File: src/rtl/rv32e_pkg.sv
// Shared types for the RV32E front end: instruction classes, opcodes,
// immediate formats and the decoded bundle handed from decode to execute.
package rv32e_pkg;

  localparam logic [6:0] OPC_LUI    = 7'b0110111;
  localparam logic [6:0] OPC_AUIPC  = 7'b0010111;
  localparam logic [6:0] OPC_JAL    = 7'b1101111;
  localparam logic [6:0] OPC_JALR   = 7'b1100111;
  localparam logic [6:0] OPC_BRANCH = 7'b1100011;
  localparam logic [6:0] OPC_LOAD   = 7'b0000011;
  localparam logic [6:0] OPC_STORE  = 7'b0100011;
  localparam logic [6:0] OPC_OP_IMM = 7'b0010011;
  localparam logic [6:0] OPC_OP     = 7'b0110011;
  localparam logic [6:0] OPC_FENCE  = 7'b0001111;
  localparam logic [6:0] OPC_SYSTEM = 7'b1110011;

  typedef enum logic [3:0] {
    CLS_LUI     = 4'd0,
    CLS_AUIPC   = 4'd1,
    CLS_JAL     = 4'd2,
    CLS_JALR    = 4'd3,
    CLS_BRANCH  = 4'd4,
    CLS_LOAD    = 4'd5,
    CLS_STORE   = 4'd6,
    CLS_OP_IMM  = 4'd7,
    CLS_OP      = 4'd8,
    CLS_FENCE   = 4'd9,
    CLS_SYSTEM  = 4'd10,
    CLS_ILLEGAL = 4'd11
  } op_class_t;

  typedef enum logic [2:0] {
    FMT_R = 3'd0,
    FMT_I = 3'd1,
    FMT_S = 3'd2,
    FMT_B = 3'd3,
    FMT_U = 3'd4,
    FMT_J = 3'd5
  } imm_fmt_t;

  typedef enum logic {
    ST_EMPTY = 1'b0,
    ST_HELD  = 1'b1
  } hold_state_t;

  typedef struct packed {
    op_class_t   op_class;
    logic [2:0]  funct3;
    logic        funct7_5;
    logic [4:0]  rd;
    logic [4:0]  rs1;
    logic [4:0]  rs2;
    logic [31:0] imm;
    logic [31:0] pc;
    logic        uses_rs1;
    logic        uses_rs2;
    logic        writes_rd;
    logic        illegal;
  } decoded_t;

  function automatic logic [31:0] gen_imm(input logic [31:0] w, input imm_fmt_t fmt);
    logic [31:0] imm;
    case (fmt)
      FMT_I:   imm = {{20{w[31]}}, w[31:20]};
      FMT_S:   imm = {{20{w[31]}}, w[31:25], w[11:7]};
      FMT_B:   imm = {{19{w[31]}}, w[31], w[7], w[30:25], w[11:8], 1'b0};
      FMT_U:   imm = {w[31:12], 12'b0};
      FMT_J:   imm = {{11{w[31]}}, w[31], w[19:12], w[20], w[30:21], 1'b0};
      default: imm = '0;
    endcase
    return imm;
  endfunction

endpackage

File: src/rtl/instr_decoder.sv
// Purely combinational RV32E instruction decoder: opcode table, register
// usage, immediate extraction and illegal-instruction detection.
module instr_decoder
  import rv32e_pkg::*;
#(
  parameter int unsigned NREGS = 16
) (
  input  logic [31:0] instr,
  input  logic [31:0] pc,
  output decoded_t    dec
);

  op_class_t  cls;
  imm_fmt_t   fmt;
  logic       uses_rs1;
  logic       uses_rs2;
  logic       writes_rd;
  logic       bad_reg;
  logic       illegal;
  logic [2:0] funct3;

  assign funct3 = instr[14:12];

  always_comb begin
    cls       = CLS_ILLEGAL;
    fmt       = FMT_R;
    uses_rs1  = 1'b0;
    uses_rs2  = 1'b0;
    writes_rd = 1'b0;
    case (instr[6:0])
      OPC_LUI:    begin cls = CLS_LUI;    fmt = FMT_U; writes_rd = 1'b1; end
      OPC_AUIPC:  begin cls = CLS_AUIPC;  fmt = FMT_U; writes_rd = 1'b1; end
      OPC_JAL:    begin cls = CLS_JAL;    fmt = FMT_J; writes_rd = 1'b1; end
      OPC_JALR:   begin cls = CLS_JALR;   fmt = FMT_I; uses_rs1 = 1'b1; writes_rd = 1'b1; end
      OPC_BRANCH: begin cls = CLS_BRANCH; fmt = FMT_B; uses_rs1 = 1'b1; uses_rs2 = 1'b1; end
      OPC_LOAD:   begin cls = CLS_LOAD;   fmt = FMT_I; uses_rs1 = 1'b1; writes_rd = 1'b1; end
      OPC_STORE:  begin cls = CLS_STORE;  fmt = FMT_S; uses_rs1 = 1'b1; uses_rs2 = 1'b1; end
      OPC_OP_IMM: begin cls = CLS_OP_IMM; fmt = FMT_I; uses_rs1 = 1'b1; writes_rd = 1'b1; end
      OPC_OP: begin
        cls       = CLS_OP;
        fmt       = FMT_R;
        uses_rs1  = 1'b1;
        uses_rs2  = 1'b1;
        writes_rd = 1'b1;
      end
      OPC_FENCE:  begin cls = CLS_FENCE;  fmt = FMT_I; end
      OPC_SYSTEM: begin
        // CSR ops write rd; only the register-source variants (funct3 1..3) read rs1
        cls       = CLS_SYSTEM;
        fmt       = FMT_I;
        writes_rd = (funct3 != 3'b000);
        uses_rs1  = !funct3[2] && (funct3 != 3'b000);
      end
      default: cls = CLS_ILLEGAL;
    endcase
  end

  assign bad_reg = (uses_rs1  && (32'(instr[19:15]) >= NREGS)) ||
                   (uses_rs2  && (32'(instr[24:20]) >= NREGS)) ||
                   (writes_rd && (32'(instr[11:7])  >= NREGS));

  assign illegal = (cls == CLS_ILLEGAL) || (instr[1:0] != 2'b11) || bad_reg;

  always_comb begin
    dec           = '0;
    dec.op_class  = illegal ? CLS_ILLEGAL : cls;
    dec.funct3    = funct3;
    dec.funct7_5  = instr[30];
    dec.rd        = instr[11:7];
    dec.rs1       = instr[19:15];
    dec.rs2       = instr[24:20];
    dec.imm       = illegal ? 32'd0 : gen_imm(instr, fmt);
    dec.pc        = pc;
    dec.uses_rs1  = uses_rs1  && !illegal;
    dec.uses_rs2  = uses_rs2  && !illegal;
    dec.writes_rd = writes_rd && !illegal;
    dec.illegal   = illegal;
  end

endmodule

File: src/rtl/decode_stage.sv
// Decode stage: one-entry holding register between fetch and execute, with a
// register scoreboard that withholds instructions until their operands are ready.
module decode_stage
  import rv32e_pkg::*;
#(
  parameter int unsigned XLEN  = 32,
  parameter int unsigned NREGS = 16
) (
  input  logic            clock,
  input  logic            nreset,
  input  logic            in_valid,
  output logic            in_ready,
  input  logic [31:0]     in_instr,
  input  logic [XLEN-1:0] in_pc,
  output logic [3:0]      read_loc_1,
  output logic [3:0]      read_loc_2,
  output logic            out_valid,
  input  logic            out_ready,
  output decoded_t        out_bundle,
  input  logic            wb_do_write,
  input  logic [3:0]      wb_write_loc,
  input  logic            flush
);

  hold_state_t state_q, state_d;
  decoded_t    bundle_q, bundle_d;
  logic [15:0] busy_q, busy_d;

  decoded_t    dec;
  logic [31:0] in_pc_ext;
  logic        full;
  logic        hazard;
  logic        issue;
  logic        accept;

  assign in_pc_ext = 32'(in_pc);

  instr_decoder #(
    .NREGS (NREGS)
  ) u_instr_decoder (
    .instr (in_instr),
    .pc    (in_pc_ext),
    .dec   (dec)
  );

  assign full = (state_q == ST_HELD);

  // The rd term stalls a second writer until the first has retired (WAW)
  assign hazard = (bundle_q.uses_rs1  && busy_q[bundle_q.rs1[3:0]]) ||
                  (bundle_q.uses_rs2  && busy_q[bundle_q.rs2[3:0]]) ||
                  (bundle_q.writes_rd && busy_q[bundle_q.rd[3:0]]);

  assign out_valid = full && !hazard;
  assign issue     = out_valid && out_ready;
  assign in_ready  = nreset && !flush && (!full || issue);
  assign accept    = in_valid && in_ready;

  assign out_bundle = bundle_q;
  assign read_loc_1 = bundle_q.uses_rs1 ? bundle_q.rs1[3:0] : 4'd0;
  assign read_loc_2 = bundle_q.uses_rs2 ? bundle_q.rs2[3:0] : 4'd0;

  always_comb begin
    state_d  = state_q;
    bundle_d = bundle_q;
    if (flush) begin
      state_d = ST_EMPTY;
    end else if (accept) begin
      state_d  = ST_HELD;
      bundle_d = dec;
    end else if (issue) begin
      state_d = ST_EMPTY;
    end
  end

  // Set-on-issue is OR-ed after the clear so a same-cycle collision keeps the bit
  for (genvar gi = 0; gi < 16; gi++) begin : g_busy
    if (gi == 0) begin : g_zero
      assign busy_d[gi] = 1'b0;
    end else begin : g_reg
      assign busy_d[gi] =
          (issue && bundle_q.writes_rd && (bundle_q.rd[3:0] == 4'(gi))) ||
          (busy_q[gi] && !(wb_do_write && (wb_write_loc == 4'(gi))));
    end
  end

  always_ff @(posedge clock) begin
    if (!nreset) begin
      state_q  <= ST_EMPTY;
      bundle_q <= '0;
      busy_q   <= '0;
    end else begin
      state_q  <= state_d;
      bundle_q <= bundle_d;
      busy_q   <= busy_d;
    end
  end

endmodule

File: config.mk
export PLATFORM = sky130hd
export DESIGN_NAME = decode_stage
export DESIGN_NICKNAME = d
export VERILOG_FILES = /design/src/rtl/rv32e_pkg.sv /design/src/rtl/instr_decoder.sv /design/src/rtl/decode_stage.sv
export SDC_FILE = /design/constraint.sdc
export NUM_CORES = 1
export LEC_CHECK = 0
export ABC_AREA = 1
export CAP_MARGIN = 5
export CORE_MARGIN = 2
export CORE_UTILIZATION = 40
export DETAILED_ROUTE_END_ITERATION = 8
export GPL_TIMING_DRIVEN = 1
export PLACE_DENSITY = 0.79
export RECOVER_POWER = 50
export SKIP_CTS_REPAIR_TIMING = 1
export SLEW_MARGIN = 20
export SYNTH_ARGS = -nofsm -noshare
export SYNTH_HDL_FRONTEND = slang
export SYNTH_SLANG_ARGS = --single-unit
File: constraint.sdc
create_clock -name clock -period 3.4 [get_ports clock]
set_clock_uncertainty 0.05 [all_clocks]
set_input_delay 0.85 -clock clock [delete_from_list [all_inputs] [get_ports clock]]
set_output_delay 0.85 -clock clock [all_outputs]
set_load 0.02 [all_outputs]
==> results.md, run 1 <==
- Post-DP Area: ~8000 um^2
- CTS tree: built
- Htree depth: 3
- Longest Clk Path Bufs: 2
- Maximum VDD drop: ~330 uV
- FP Rows: between 40 and 50
- DR vias: 6712
- WL per Instance: around 13 um
- Layout cells sized above 1: under 10%
- Slew Limit Headroom: a little under two fifths
- CTS root buf: clkbuf_16
- Critical Path Start Type: flip-flop
- DR vias/cell: 4.84
- Number of synthesized flops with an enable pin: 0
- Iteration-0 DRC count of the detailed router: 574
- Top Ports: around 180
- Register bit total from synthesis: approximately 110
- Clock Latency Late Sink: around 0.36 ns
- Share of the synthesized area in the top cell type: roughly 35%
- Most used DFF post-synth: dfxtp_1
- Layout area overhead: 36.9%
- Min cycle time layout: just under 3 ns
- Initial antenna violation count: 0
- RePlAce Congestion: approximately 0.95
- Total Wirelength: ~18 mm
- Cell taking the most area after synthesis: dfxtp_1
- DPL Wire Length: between 10 and 15 mm
- Die Width: 127 um
- TritonRoute pass-1 iters: 6
- Synth Instances: about 1000
- CP Class: flip-flop to output pin
- Area contributors post-synth: dfxtp_1 (35%), nand2_1 (20%), nor2_1 (12%)
- Max Slew Vio Count: 0
- Global route overflow: 0
- Yosys cell types: 27
- Register area share after synthesis: a little over a third
- Antenna diode count: 0
- Worst Path Max Fanout: 14
- FILL cells: approximately 1500
- Count of buffers from port buffering: between 150 and 200
- Most common cell in the netlist: nand2_1
- DRT antenna net count: 0
- FF/Latch Area: ~2200 um^2
- Post-Syn Area: around 6000 um^2
- F_max: roughly 340 MHz
- Multi-input gate area: ~3000 um^2
- Synth warn: 0
- Core footprint: roughly 15000 um^2
- Die Height: 127 um
- Initial Util: between 40% and 50%
- Die ar.: between 15000 and 20000 um^2
- Inserted Clock Buffers: 9
- Gr usage total: a little under a quarter
- WP data arrival: 2.08 ns
- Syn_nets: roughly 1100
- DR DRC count: 0
- PD cells: approximately 360 nW/um^2
- Max-Cap Viols: 0
- Layout Nets: 1273
- Final Hold Vio Count: 0
- Tightest Hold Check Type: flip-flop to flip-flop
- First-pass GRT wire length: a little over 30 mm
- Clock Sinks: 107
- Asr flop ratio synth: 0%
- Pleak: about 4.4 nW
- Final setup fails: 0
- Design Area, Final: ~8300 um^2
- Setup TNS: 0 ns
- Post-synth top cells: nand2_1 (322), nor2_1 (194), inv_1 (179)
- Crit end category: output pin
- Worst path required time: about 2.5 ns
- Vias in the first global route: roughly 6100
- Worst Tran Pin Value: between 0.9 and 1 ns
- Largest net degree at the start of global routing: approximately 110
- Avg Inst Size Synth: roughly 5.8 um^2
- Total Power: around 3.0 mW
- Final core occ: a little under three fifths
- Final Cycle Share: between 80% and 90%
- Clock transition at path regs: approximately 0.080 ns
- RSZ-0062 raised after global routing: false
- Status: completed
sequential cells by signal, summed over array words and instances (netlist names):
register and cells:
full 1, out_bundle 91, busy_q 15
cells in the final DEF, fill, tap and decap left out, drive strengths merged, types with 3 or more instances in the layout:
master / netlist / final
a21oi: 30 / 30
buf: 23 / 20
clkbuf: 26 / 10
clkdlybuf4s50: 0 / 82
dfxtp: 107 / 107
dlygate4sd3: 0 / 89
inv: 182 / 186
nand2: 324 / 324
nand3: 57 / 57
nand3b: 3 / 3
nand4: 54 / 54
nor2: 196 / 196
nor3: 6 / 6
o21ai: 24 / 24
o21bai: 3 / 3
o31ai: 5 / 5
power breakdown:
group,switching [mW],internal (mW),total (mW)
clock,0.540,0.520,1.06
combinational,0.325,0.238,0.564
sequential,0.0405,1.31,1.35
total,0.906,2.07,2.97
path summary, 6_finish.rpt:
check | start | end | slack (ns) | cells after the start
max | out_bundle[78]$_SDFFE_PN0P_ | out_valid | 0.42 | 11
min | busy_q[6]$_SDFF_PN0_ | busy_q[6]$_SDFF_PN0_ | 0.43 | 2
max reg2reg | out_bundle[78]$_SDFFE_PN0P_ | out_bundle[23]$_SDFFE_PN0P_ | 0.85 | 15
min reg2reg | busy_q[6]$_SDFF_PN0_ | busy_q[6]$_SDFF_PN0_ | 0.43 | 2
through the flow:
step	hold slack, ns	instances	setup WS [ns]
5_1_grt	0.463	1388	0.200
4_1_cts	0.431	1388	-0.172
3_3_place_gp	0.414	1372	0.154
2_1_floorplan	0.404	1043	0.605
3_5_place_dp	0.420	1372	0.155
6_report	0.434	1388	0.424
layer usage:
metal / vias to the layer above / routed length [um] / track usage (%)
met5: - / 0 / 0
met4: 0 / 440 / 8.08
met3: 29 / 1830 / 7.25
met2: 316 / 8350 / 37.2
met1: 2892 / 7840 / 30.1
li1: 3475 / - / -
area by class of cell:
class                   instances  area share [%]
well taps                     184            2.78
clock inverters                 7           0.861
inverters                     183            8.30
multi-input cells             704            36.4
clock buffers                   9            2.72
flip-flops and latches        107            26.0
repair buffers                194            23.0
cell families after synthesis:
logic type             count (synthesis)  share of synthesized area (%)
DFF                                  107                           35.4
and+or+nand+nor                      640                           43.8
AOI/OAI and AO/OA                     64                           5.90
buffers and inverters                232                           14.9
worst max-delay path, cell delays in order, from the launching register on:
cell and delay [ns]:
dfxtp_4 0.42, inv_1 0.12, nand2_1 0.07, nand2_1 0.05, nand2_1 0.05, nand2_1 0.05
nand2_1 0.05, nand2_1 0.06, o21ai_0 0.17, nand3_1 0.15, nor2_1 0.26, dlymetal6s2s_1 0.27
No activity file was read; power rests on OpenSTA's default activity.
==> run 2, diff against run 1 <==
--- a/config.mk
+++ b/config.mk
@@ -6,7 +6,6 @@
 export NUM_CORES = 1
 export LEC_CHECK = 0
 export ABC_AREA = 1
-export CAP_MARGIN = 5
 export CORE_MARGIN = 2
 export CORE_UTILIZATION = 40
 export DETAILED_ROUTE_END_ITERATION = 8
==> results of run 2 <==
Final layout, timing and power as in run 1 (identical DEF).
==> run 3, diff against run 2 <==
--- a/config.mk
+++ b/config.mk
@@ -13,6 +13,7 @@
 export PLACE_DENSITY = 0.79
 export RECOVER_POWER = 50
 export SKIP_CTS_REPAIR_TIMING = 1
+export SKIP_LAST_GASP = 1
 export SLEW_MARGIN = 20
 export SYNTH_ARGS = -nofsm -noshare
 export SYNTH_HDL_FRONTEND = slang
==> results of run 3 <==
Final layout, timing and power as in run 1 (identical DEF).
